<file path="src/rtl/hangman_pkg.sv">
// Shared letter encoding, FSM state and result codes for the hangman guess path.
// Also used by the level sequencer.
package hangman_pkg;

    localparam int unsigned LETTER_W          = 5;
    localparam int unsigned SLOT_N            = 6;
    localparam int unsigned WORD_W            = LETTER_W * SLOT_N;
    localparam int unsigned ALPHA_N           = 26;
    localparam int unsigned RESULT_W          = 2;
    localparam int unsigned STATE_W           = 3;
    localparam int unsigned WRONG_W           = 3;
    localparam int unsigned MAX_WRONG_DEFAULT = 6;

    typedef logic [LETTER_W-1:0] letter_t;

    typedef enum logic [STATE_W-1:0] {
        ST_IDLE  = 3'd0,
        ST_LOAD  = 3'd1,
        ST_WAIT  = 3'd2,
        ST_CHECK = 3'd3,
        ST_WON   = 3'd4,
        ST_LOST  = 3'd5
    } state_t;

    typedef enum logic [RESULT_W-1:0] {
        RES_HIT     = 2'b00,
        RES_MISS    = 2'b01,
        RES_REPEAT  = 2'b10,
        RES_INVALID = 2'b11
    } result_t;

    // Codes 1..26 are letters; 0 is a blank slot, 27..31 are unused.
    function automatic logic letter_is_valid(input letter_t l);
        return (l != '0) && (l <= LETTER_W'(ALPHA_N));
    endfunction

    // Bit i set when l is letter code i+1; all zero for non-letters.
    function automatic logic [ALPHA_N-1:0] letter_onehot(input letter_t l);
        logic [ALPHA_N-1:0] oh;
        oh = '0;
        for (int i = 0; i < int'(ALPHA_N); i++) begin
            oh[i] = (l == LETTER_W'(i + 1));
        end
        return oh;
    endfunction

endpackage

</file>
<file path="src/rtl/hangman_letter_match.sv">
// Combinational compare of all word slots against one letter, plus a check that
// the level's presence mask agrees with the slot compare.
module hangman_letter_match
    import hangman_pkg::*;
(
    input  logic [WORD_W-1:0]  word,
    input  logic [ALPHA_N-1:0] mask,
    input  letter_t            letter,
    output logic [SLOT_N-1:0]  hit,
    output logic               mask_mismatch
);

    // hit[k] covers word[5k +: 5], so bit 5 is slot 0 and bit 0 is slot 5.
    always_comb begin
        hit = '0;
        for (int k = 0; k < int'(SLOT_N); k++) begin
            hit[k] = (word[k*LETTER_W +: LETTER_W] == letter);
        end
    end

    // A mask bit of 1 claims the letter is absent, so agreement means it differs from |hit.
    assign mask_mismatch = letter_is_valid(letter)
                         && ((|(mask & letter_onehot(letter))) == (|hit));

endmodule

</file>
<file path="config.mk">
export PLATFORM = sky130hd
export DESIGN_NAME = hangman_letter_match
export DESIGN_NICKNAME = d
export VERILOG_FILES = /design/src/rtl/hangman_pkg.sv /design/src/rtl/hangman_letter_match.sv
export SDC_FILE = /design/constraint.sdc
export NUM_CORES = 1
export LEC_CHECK = 0
export ABC_AREA = 0
export CORE_MARGIN = 5
export CORE_UTILIZATION = 36
export DETAILED_ROUTE_END_ITERATION = 8
export MAX_ROUTING_LAYER = met4
export PLACE_DENSITY = 0.9
export SYNTH_ARGS = -nofsm -noshare
export SYNTH_HDL_FRONTEND = slang
export SYNTH_SLANG_ARGS = --single-unit
</file>
<file path="constraint.sdc">
create_clock -name vclk -period 3.36
set_clock_uncertainty 0.1 [all_clocks]
set_input_delay 0.504 -clock vclk [all_inputs]
set_output_delay 0.504 -clock vclk [all_outputs]
set_load 0.1 [all_outputs]
</file>
# == Yosys cells after proc, flatten, opt, wreduce, memory -nomap -nowiden ==
# Index checks and enable logic that the tools add are counted.
# word_totals
in_bits,61
output_inout_bits,7
ff_bits,0
word_cells,40
# op_classes
n_bitwise,1
reduce_logical,5
n_eq_ne,33
order_cmp,1
# ops
op,n
$eq 5x5->1 const B,11
$eq 5x4->1 const B,8
$eq 5x5->1,6
$and 26x26->26,1
$reduce_or 26->1,1
$eq 5x3->1 const B,4
$eq 5x2->1 const B,2
$reduce_or 6->1,1
$eq 5x1->1 const B,1
$le 5x5->1 const B,1
$reduce_bool 5->1,1
$logic_and 1x1->1,2
$eq 1x1->1,1

# == Logic depth before layout (Yosys ltp) ==
# Gate-level depths: netlist of run 1.
# logic_depth
word_depth,5
ltp_mapped,8
depth_no_buf,6

# == Worst setup path before layout of run 1 ==
# OpenSTA, ideal clock, no wires.
# synth_timing
kind,input-to-output
start,in letter[2]
end,out mask_mismatch
arrival_time_ns,4.693
stages,7
setup_slack_ns,-1.937
path_buffers,2
required_time_ns,2.756
cell_sequence,buf_2 > buf_4 > xor2_1 > nor3_1 > nor4_2 > o211a_1 > nor3_2
# synth_between
elab_cells_between_ends,40
classes_between,order compare (1); eq/ne (33); bitwise (1); reduce/logical (5)
# synth_lines
item,line,source
start: declaration,hangman_letter_match.sv:8,"input letter_t letter,"
$eq 5x5->1,hangman_letter_match.sv:17,hit[k] = (word[k*LETTER_W +: LETTER_W] == letter);
via hit[5],hangman_letter_match.sv:9,"output logic [SLOT_N-1:0] hit,"
$reduce_or 6->1,hangman_letter_match.sv:23,&& ((|(mask & letter_onehot(letter))) == (|hit));
$eq 1x1->1,hangman_letter_match.sv:23,
$logic_and 1x1->1,hangman_letter_match.sv:23,
end: declaration,hangman_letter_match.sv:10,output logic mask_mismatch
# The timed path passes the listed nets, and every way through them passes these cells.

# == Final worst setup path of run 1 ==
# layout_timing
start,in letter[2]
end,out mask_mismatch
# layout_between
elab_chain_len,5
elab_cells_between_ends,40
classes_between,order compare (1); eq/ne (33); bitwise (1); reduce/logical (5)
# layout_rtl
item,line,source
"$eq 5x1->1, or another cell as far along",hangman_pkg.sv:42,oh[i] = (l == LETTER_W'(i + 1));
$and 26x26->26,hangman_letter_match.sv:23,
$reduce_or 26->1,hangman_letter_match.sv:23,
$eq 1x1->1,hangman_letter_match.sv:23,
$logic_and 1x1->1 (*),hangman_letter_match.sv:23,
# Every way passes the cells marked *; elsewhere a longest branch is shown, timed or not.

==> impl_metrics.tcl, run 1 <==
set metrics [dict create \
    worstSetupStartpointType "input pin" \
    slew_headroom_pct 73.5 \
    synthXorXnorAreaFrac_pct 33.1 \
    pwr-share-comb_pct 100.0 \
    first_pass_iters 4 \
    nClkBuffers 0 \
    rsz0062_at_grt "false" \
    maxCapViolCount 0 \
    syn_inst 101 \
    setup_viol 0 \
    p_sw_share_pct 47.6 \
    p_leak_uw 0.000620 \
    num_vias 1026 \
    holdPathEnd "hit[1]" \
    hold_start "word[5]" \
    hp-class "input pin to primary output" \
    whs_path_depth 5 \
    fin_crit_ns 3.23 \
    area_growth_pct 112 \
    die_area_mm2 0.00325 \
    gr-total-overflow 0 \
    avgViaCountPerCell 5.23 \
    p_int_uw 138 \
    path_buf_inv 3 \
    cpMaxStageDelayCell "clkdlybuf4s50_1" \
    irDropWorstVdd_mv 0.138 \
    die_w_um 57.0 \
    post-place-ws_ns 0.126 \
    cp.required_ns 2.76 \
    coreArea_mm2 0.00217 \
    seq_power_share_pct 0 \
    grt_pass1_wl_um 5200 \
    syn_nets 162 \
    synth_fa_ha_area_share_pct 0 \
    synth_top_area_share_pct 19.8 \
    layout.nets 231 \
    syn_area_per_cell_um2 7.87 \
    diodes 0 \
    worstSetupPathType "input pin to primary output" \
    p_clk_share_pct 0 \
    ys_seq_area_share_pct 0 \
    crit_family "buffers and inverters" \
    fin_util_pct 77.8 \
    rows 17 \
    gp_congestion 0.829 \
    n_sequential_cell 0 \
    wl_per_cell_um 15.9 \
    synthMuxAreaShare_pct 7.09 \
    yosysWarnings 0 \
    antenna_found_initial 0 \
    netlist_area_um2 795 \
    arrival_ns 2.63 \
    finalCritPeriodShare_pct 96.2 \
    die_y_um 57.0 \
    wl_um 3120 \
    end_kind "primary output" \
    synth.cells.most_frequent "xnor2_1, xor2_1, nand3_1, nor3_2" \
    worst_pin_slew_ns 0.396 \
    switchingPower_uw 126 \
    drv_slew 0 \
    drcViolationCount 0 \
    hpwl_um 2710 \
    regArea_um2 0 \
    critPathMostFrequentCell "nor3_4" \
    pin_count 68 \
    yosysMostFrequentCell "xnor2_1" \
    port_buffers 68 \
    setup_slack_ns 0.128 \
    initial_core_util_pct 36.6 \
    powerDensity_mw_per_mm2 156 \
    first_iter_violations 22 \
    grt_pass1_vias 1099 \
    yosys.area_share.simple_pct 32.1 \
    synth_compound_area_share_pct 18.1 \
    finalHoldViolCount 0 \
    fmax_mhz 309 \
    cp-startpoint "letter[2]" \
    ys_types 38 \
    grt_max_degree 17 \
    synth_top_area_cell "xnor2_1" \
    critPathMaxStageDelay_ns 0.67 \
    grt_usage_pct 20.0 \
    drt.antenna.violating_nets 0 \
    fin_setup_tns_ns 0 \
    final_layout_size_suffix_gt1_share_pct 23.2 \
    synth.area.top_cells "xnor2_1, xor2_1, nor3_2" \
    fin_total_pwr_uw 264 \
    synth_top_family_by_area "XOR/XNOR gates" \
    worstPathMaxFanout 8 \
    outcome "finished, final reports clean" \
    path_cells "clkdlybuf4s50_1, buf_4, xor2_1, nor3_4, nor4_2, a211oi_2, nor3_4, buf_12" \
]
## what timing repair did
action | 4_1_cts | 5_1_grt
hold endpoints to repair | 0 | 0
setup endpoints to repair | 0 | 1
hold buffers | 0 | 0
buffers inserted | 0 | 0
resized for setup | 0 | 1
## per-stage QoR
step	hold WS (ns)	cell area, um2	std cells
CTS	1.76	1680	196
floorplan	1.15	948	101
global route	1.79	1690	196
global placement	1.74	1680	196
finish	1.75	1690	196
detailed placement	1.75	1680	196
## routing by layer
layer | GRT usage (%) | vias up | share of wire (%)
li1 | - | 499 | -
met1 | 24.9 | 476 | 39
met2 | 36.5 | 47 | 55
met3 | 1.13 | 4 | 5.1
met4 | 1.99 | 0 | 1.2
met5 | - | - | 0
## cell families (layout without fill, tap and decap cells)
kind of cell | Yosys count | after routing
and+or+nand+nor | 37 | 37
buffers and inverters | 11 | 78
muxes | 5 | 5
AOI/OAI and AO/OA | 18 | 18
xor gates and xnor gates | 30 | 30
## power groups by stage
stage	Sequential (uW)	Clock, uW	Combinational (uW)
after floorplan	0	0	154
after CTS	0	0	264
after global placement	0	0	258
final	0	0	264
after detailed placement	0	0	263
after global routing	0	0	280
## final cells by class
cell class         instances  area (um2)
multi-input cells         90         835
well taps                 28        35.0
inverters                  2        7.51
repair buffers            76         811
fillers                  165         482
## cells in the final DEF, fill, tap and decap left out, types with 2 or more instances in the layout
cell	n
nor3_4	7
nand2_1	4
nor2_1	2
nand3_1	4
a21oi_1	3
xor2_2	4
clkdlybuf4s50_1	61
nand3b_1	4
buf_12	7
nand3_2	2
buf_4	8
mux2i_1	3
nor3_1	3
xnor2_2	3
xor2_1	8
and2b_1	2
nand4b_1	2
o21ai_0	3
xnor2_1	15
## tightest hold or removal path: cells and delay by family
family	cells	cell delay (ns)
xor+xnor	1	0.07
buf+inv	2	0.62
simple gates	2	0.14
## worst max path at each step
| stage | to | slack (ns) | depth (start not counted) |
|---|---|---|---|
| floorplan | mask_mismatch | -0.07 | 8 |
| global placement | mask_mismatch | 0.19 | 8 |
| detailed placement | mask_mismatch | 0.13 | 8 |
| CTS | mask_mismatch | 0.12 | 8 |
| global route | mask_mismatch | 0.02 | 8 |
| finish | mask_mismatch | 0.13 | 8 |
Power figures use the tool's default switching activity.
==> inputs of run 2 (changes only) <==
CORE_MARGIN = default   (was 5)
CORE_UTILIZATION = 34   (was 36)
PLACE_DENSITY = 0.85   (was 0.9)
clock period = 3.7 ns   (was 3.36 ns; I/O delays follow)
==> run 2 against run 1 <==
Sequential cell count did not move. Total power fell by 12%. Clock-buffer cell count did not move. Die area fell by 22%. Utilization fell by 4.9 points. Cell count fell by 0.51%. Global-route usage rose by 3.9 points. Sequential share of layout area did not move. Via count rose by 0.49%. Critical endpoint unchanged. Largest power group unchanged.
==> impl_metrics.tcl, run 2 (same netlist as run 1, synthesis figures left out) <==
set metrics [dict create \
    final_cell_mix "clkdlybuf4s50_1, xnor2_1, xor2_1" \
    pwr-share-comb_pct 100.0 \
    gp_congestion 0.865 \
    p_leak_uw 0.000590 \
    regArea_um2 0 \
    worstSetupStartpointType "input pin" \
    rows 17 \
    coreArea_mm2 0.00221 \
    pin_count 68 \
    avgViaCountPerCell 5.29 \
    outcome "finished, final reports clean" \
    first_iter_violations 18 \
    wl_um 2900 \
    grt_use_met3_pct 0.606 \
    initial_core_util_pct 35.9 \
    finalHoldViolCount 0 \
    finalCritPeriodShare_pct 94.5 \
    die_y_um 50.3 \
    post_cts_buffers 0 \
    final_layout_size_suffix_gt1_share_pct 16.8 \
    irDropWorstVdd_mv 0.140 \
    rsz0062_at_grt "false" \
    final_common_cell "clkdlybuf4s50_1" \
    cp.required_ns 3.04 \
    die_w_um 50.3 \
    grt_usage_pct 23.9 \
    die_area_mm2 0.00253 \
    port_buffers 68 \
    arrival_ns 2.84 \
    n_sequential_cell 0 \
    antenna_found_initial 0 \
    hpwl_um 2510 \
    first_pass_iters 4 \
    drcViolationCount 0 \
    gr-total-overflow 0 \
    worstSetupPathType "input pin to primary output" \
    grt_max_degree 15 \
    met2_usage_pct 45.3 \
    drt.antenna.violating_nets 0 \
    hold_buffers 0 \
    setup_viol 0 \
    wl_per_cell_um 14.9 \
    path_cells "clkdlybuf4s50_1, buf_4, xnor2_1, nand3_1, nor3_4, nor2_1, a211oi_1, nor3_4, buf_12" \
    worstPathMaxFanout 12 \
    p_clk_share_pct 0 \
    end_kind "primary output" \
    fin_setup_tns_ns 0 \
    num_vias 1031 \
    fin_crit_ns 3.50 \
    critPathMaxStageDelay_ns 0.82 \
    layout.nets 230 \
    fmax_mhz 286 \
    slew_headroom_pct 62.6 \
    drv_slew 0 \
    nClkBuffers 0 \
    powerDensity_mw_per_mm2 144 \
    p_sw_share_pct 48.0 \
    met1_usage_pct 28.6 \
    grt_pass1_vias 1020 \
    worst_pin_slew_ns 0.560 \
    critPathMostFrequentCell "nor3_4" \
    seq_power_share_pct 0 \
    top_usage_layer "met2" \
    hp-class "input pin to primary output" \
    switchingPower_uw 111 \
    p_int_uw 121 \
    grt_pass1_wl_um 4570 \
    area_growth_pct 103 \
    diodes 0 \
    maxCapViolCount 0 \
    hold_slack_ns 1.89 \
    cts_resized 0 \
    cpMaxStageDelayCell "clkdlybuf4s50_1" \
]
## run 2: cell type report
type	instances	area (um2)
fill	179	599
timing repair buffer	75	803
inverter	2	7.51
multi-input combinational	90	767
tap	28	35.0
## run 2: layer usage
layer  wire length [um]  part of all wire (%)
met1               1200                    41
met2               1550                    54
met4                 19                  0.66
met3                132                   4.6
met5                  0                     0
## run 2: power by group through the flow
stage / combinational (uW) / clock [uW] / sequential [uW]
floorplan: 128 / 0 / 0
global placement: 226 / 0 / 0
detailed placement: 232 / 0 / 0
CTS: 233 / 0 / 0
global route: 247 / 0 / 0
finish: 232 / 0 / 0
## run 2: worst paths after layout
kind,depth (start not counted),from,to,slack (ns)
worst max-delay path,9,letter[2],mask_mismatch,0.20
worst min-delay path,5,word[4],hit[0],1.89
## run 2: stage by stage
stage | std cells | util (%) | instance area [um2] | total power, uW | worst slack, ns
2_1_floorplan | 101 | - | 843 | 128 | 0.0465
3_3_place_gp | 195 | 72.9 | 1610 | 226 | 0.322
3_5_place_dp | 195 | 72.9 | 1610 | 232 | 0.203
4_1_cts | 195 | 72.9 | 1610 | 233 | 0.204
5_1_grt | 195 | 72.9 | 1610 | 247 | 0.0808
6_report | 195 | 72.9 | 1610 | 232 | 0.202
## run 2: worst max-delay path: cells and delay by family
kind / cells / cell delay, ns
simple gates: 4 / 0.54
compound gates: 1 / 0.36
xor+xnor: 1 / 0.13
buf+inv: 3 / 1.25
==> inputs of run 3 (changes only) <==
ABC_AREA = default   (was 0)
MAX_ROUTING_LAYER = default   (was met4)
==> run 3 against run 2 <==
Global-route usage decreased by 1.9 points. Fmax is 0.32% higher. Combinational power about the same. Critical path depth did not move. Die area stayed put. Via count shrank 3.4%. Non-clock buffer count is the same. Clock-buffer cell count stayed put. Utilization did not move. Setup slack improved by 0.011 ns. Routed wire length shrank 1.6%. Worst hold slack got worse by 0.018 ns. Largest cell class unchanged.
==> impl_metrics.tcl, run 3 (same netlist as run 1, synthesis figures left out) <==
set metrics [dict create \
    outcome "finished, final reports clean" \
    wl_um 2850 \
    antenna_found_initial 0 \
    gp_congestion 0.860 \
    final_cell_mix "clkdlybuf4s50_1, xnor2_1, xor2_1" \
    fin_total_pwr_uw 231 \
    die_area_mm2 0.00253 \
    pin_count 68 \
    arrival_ns 2.83 \
    crit_family "buffers and inverters" \
    finalCritPeriodShare_pct 94.2 \
    wl_per_cell_um 14.6 \
    worst_pin_slew_ns 0.588 \
    hp-class "input pin to primary output" \
    cpMaxStageDelayCell "clkdlybuf4s50_1" \
    num_vias 996 \
    finalHoldViolCount 0 \
    gr-total-overflow 0 \
    cts_resized 0 \
    irDropWorstVdd_mv 0.134 \
    grt_max_degree 15 \
    first_iter_violations 12 \
    first_pass_iters 4 \
    area_growth_pct 103 \
    slew_headroom_pct 60.7 \
    end_kind "primary output" \
    holdPathEnd "hit[0]" \
    drcViolationCount 0 \
    maxCapViolCount 0 \
    fmax_mhz 287 \
    hpwl_um 2460 \
    cp.required_ns 3.04 \
    worstSetupStartpointType "input pin" \
    diodes 0 \
    die_w_um 50.3 \
    final_layout_size_suffix_gt1_share_pct 16.8 \
    worstSetupPathType "input pin to primary output" \
    rows 17 \
    regArea_um2 0 \
    initial_core_util_pct 35.9 \
    fin_crit_ns 3.49 \
    setup_viol 0 \
    layout.nets 230 \
    powerDensity_mw_per_mm2 143 \
    coreArea_mm2 0.00221 \
    drt.antenna.violating_nets 0 \
    hold_buffers 0 \
    n_sequential_cell 0 \
    critPathMostFrequentCell "nor3_4" \
    die_y_um 50.3 \
    grt_usage_pct 22.0 \
    whs_path_depth 5 \
    fin_setup_tns_ns 0 \
    port_buffers 68 \
    drv_slew 0 \
    final_common_cell "clkdlybuf4s50_1" \
    worstPathMaxFanout 12 \
    path_cells "clkdlybuf4s50_1, buf_4, xnor2_1, nand3_1, nor3_4, nor2_1, a211oi_1, nor3_4, buf_12" \
    critPathMaxStageDelay_ns 0.84 \
    grt_pass1_wl_um 4310 \
    worstSetupPathDepth 9 \
    hold_start "word[3]" \
    p_leak_uw 0.000590 \
    post_cts_buffers 0 \
    nClkBuffers 0 \
    rsz0062_at_grt "false" \
    avgViaCountPerCell 5.11 \
    grt_pass1_vias 977 \
    path_buf_inv 3 \
]
## run 3: cell counts in the layout (fill, tap and decap cells not counted)
No cell type changed its count.
## run 3: per-layer routing
layer	global-route usage (%)	vias to the layer above	part of all wire, %
li1	-	498	-
met2	41.1	42	52
met1	28.0	454	44
met3	1.21	2	4.1
met4	2.78	0	0.53
met5	0	-	0
## run 3: worst max-delay path by stage
stage                         start       endpoint  slack (ns)
after global placement    letter[2]  mask_mismatch        0.32
after global routing      letter[2]  mask_mismatch        0.14
final                     letter[2]  mask_mismatch        0.21
after floorplan           letter[2]  mask_mismatch        0.05
after CTS                 letter[2]  mask_mismatch        0.22
after detailed placement  letter[2]  mask_mismatch        0.21
## run 3: metrics by stage
step / cells / cell area, um2 / worst slack [ns] / utilization, % / hold WS, ns
global route: 195 / 1610 / 0.136 / 72.9 / 1.90
finish: 195 / 1610 / 0.213 / 72.9 / 1.87
floorplan: 101 / 843 / 0.0465 / - / 1.29
detailed placement: 195 / 1610 / 0.214 / 72.9 / 1.87
CTS: 195 / 1610 / 0.220 / 72.9 / 1.87
global placement: 195 / 1610 / 0.324 / 72.9 / 1.88
## run 3: power breakdown
part	internal, uW	switching [uW]
combinational	121	110
clock	0	0
sequential	0	0
## run 3: area by class of cell
type	instances	area, um2
fill	170	599
inverter	2	7.51
multi-input combinational	90	767
tap	28	35.0
timing repair buffer	75	803
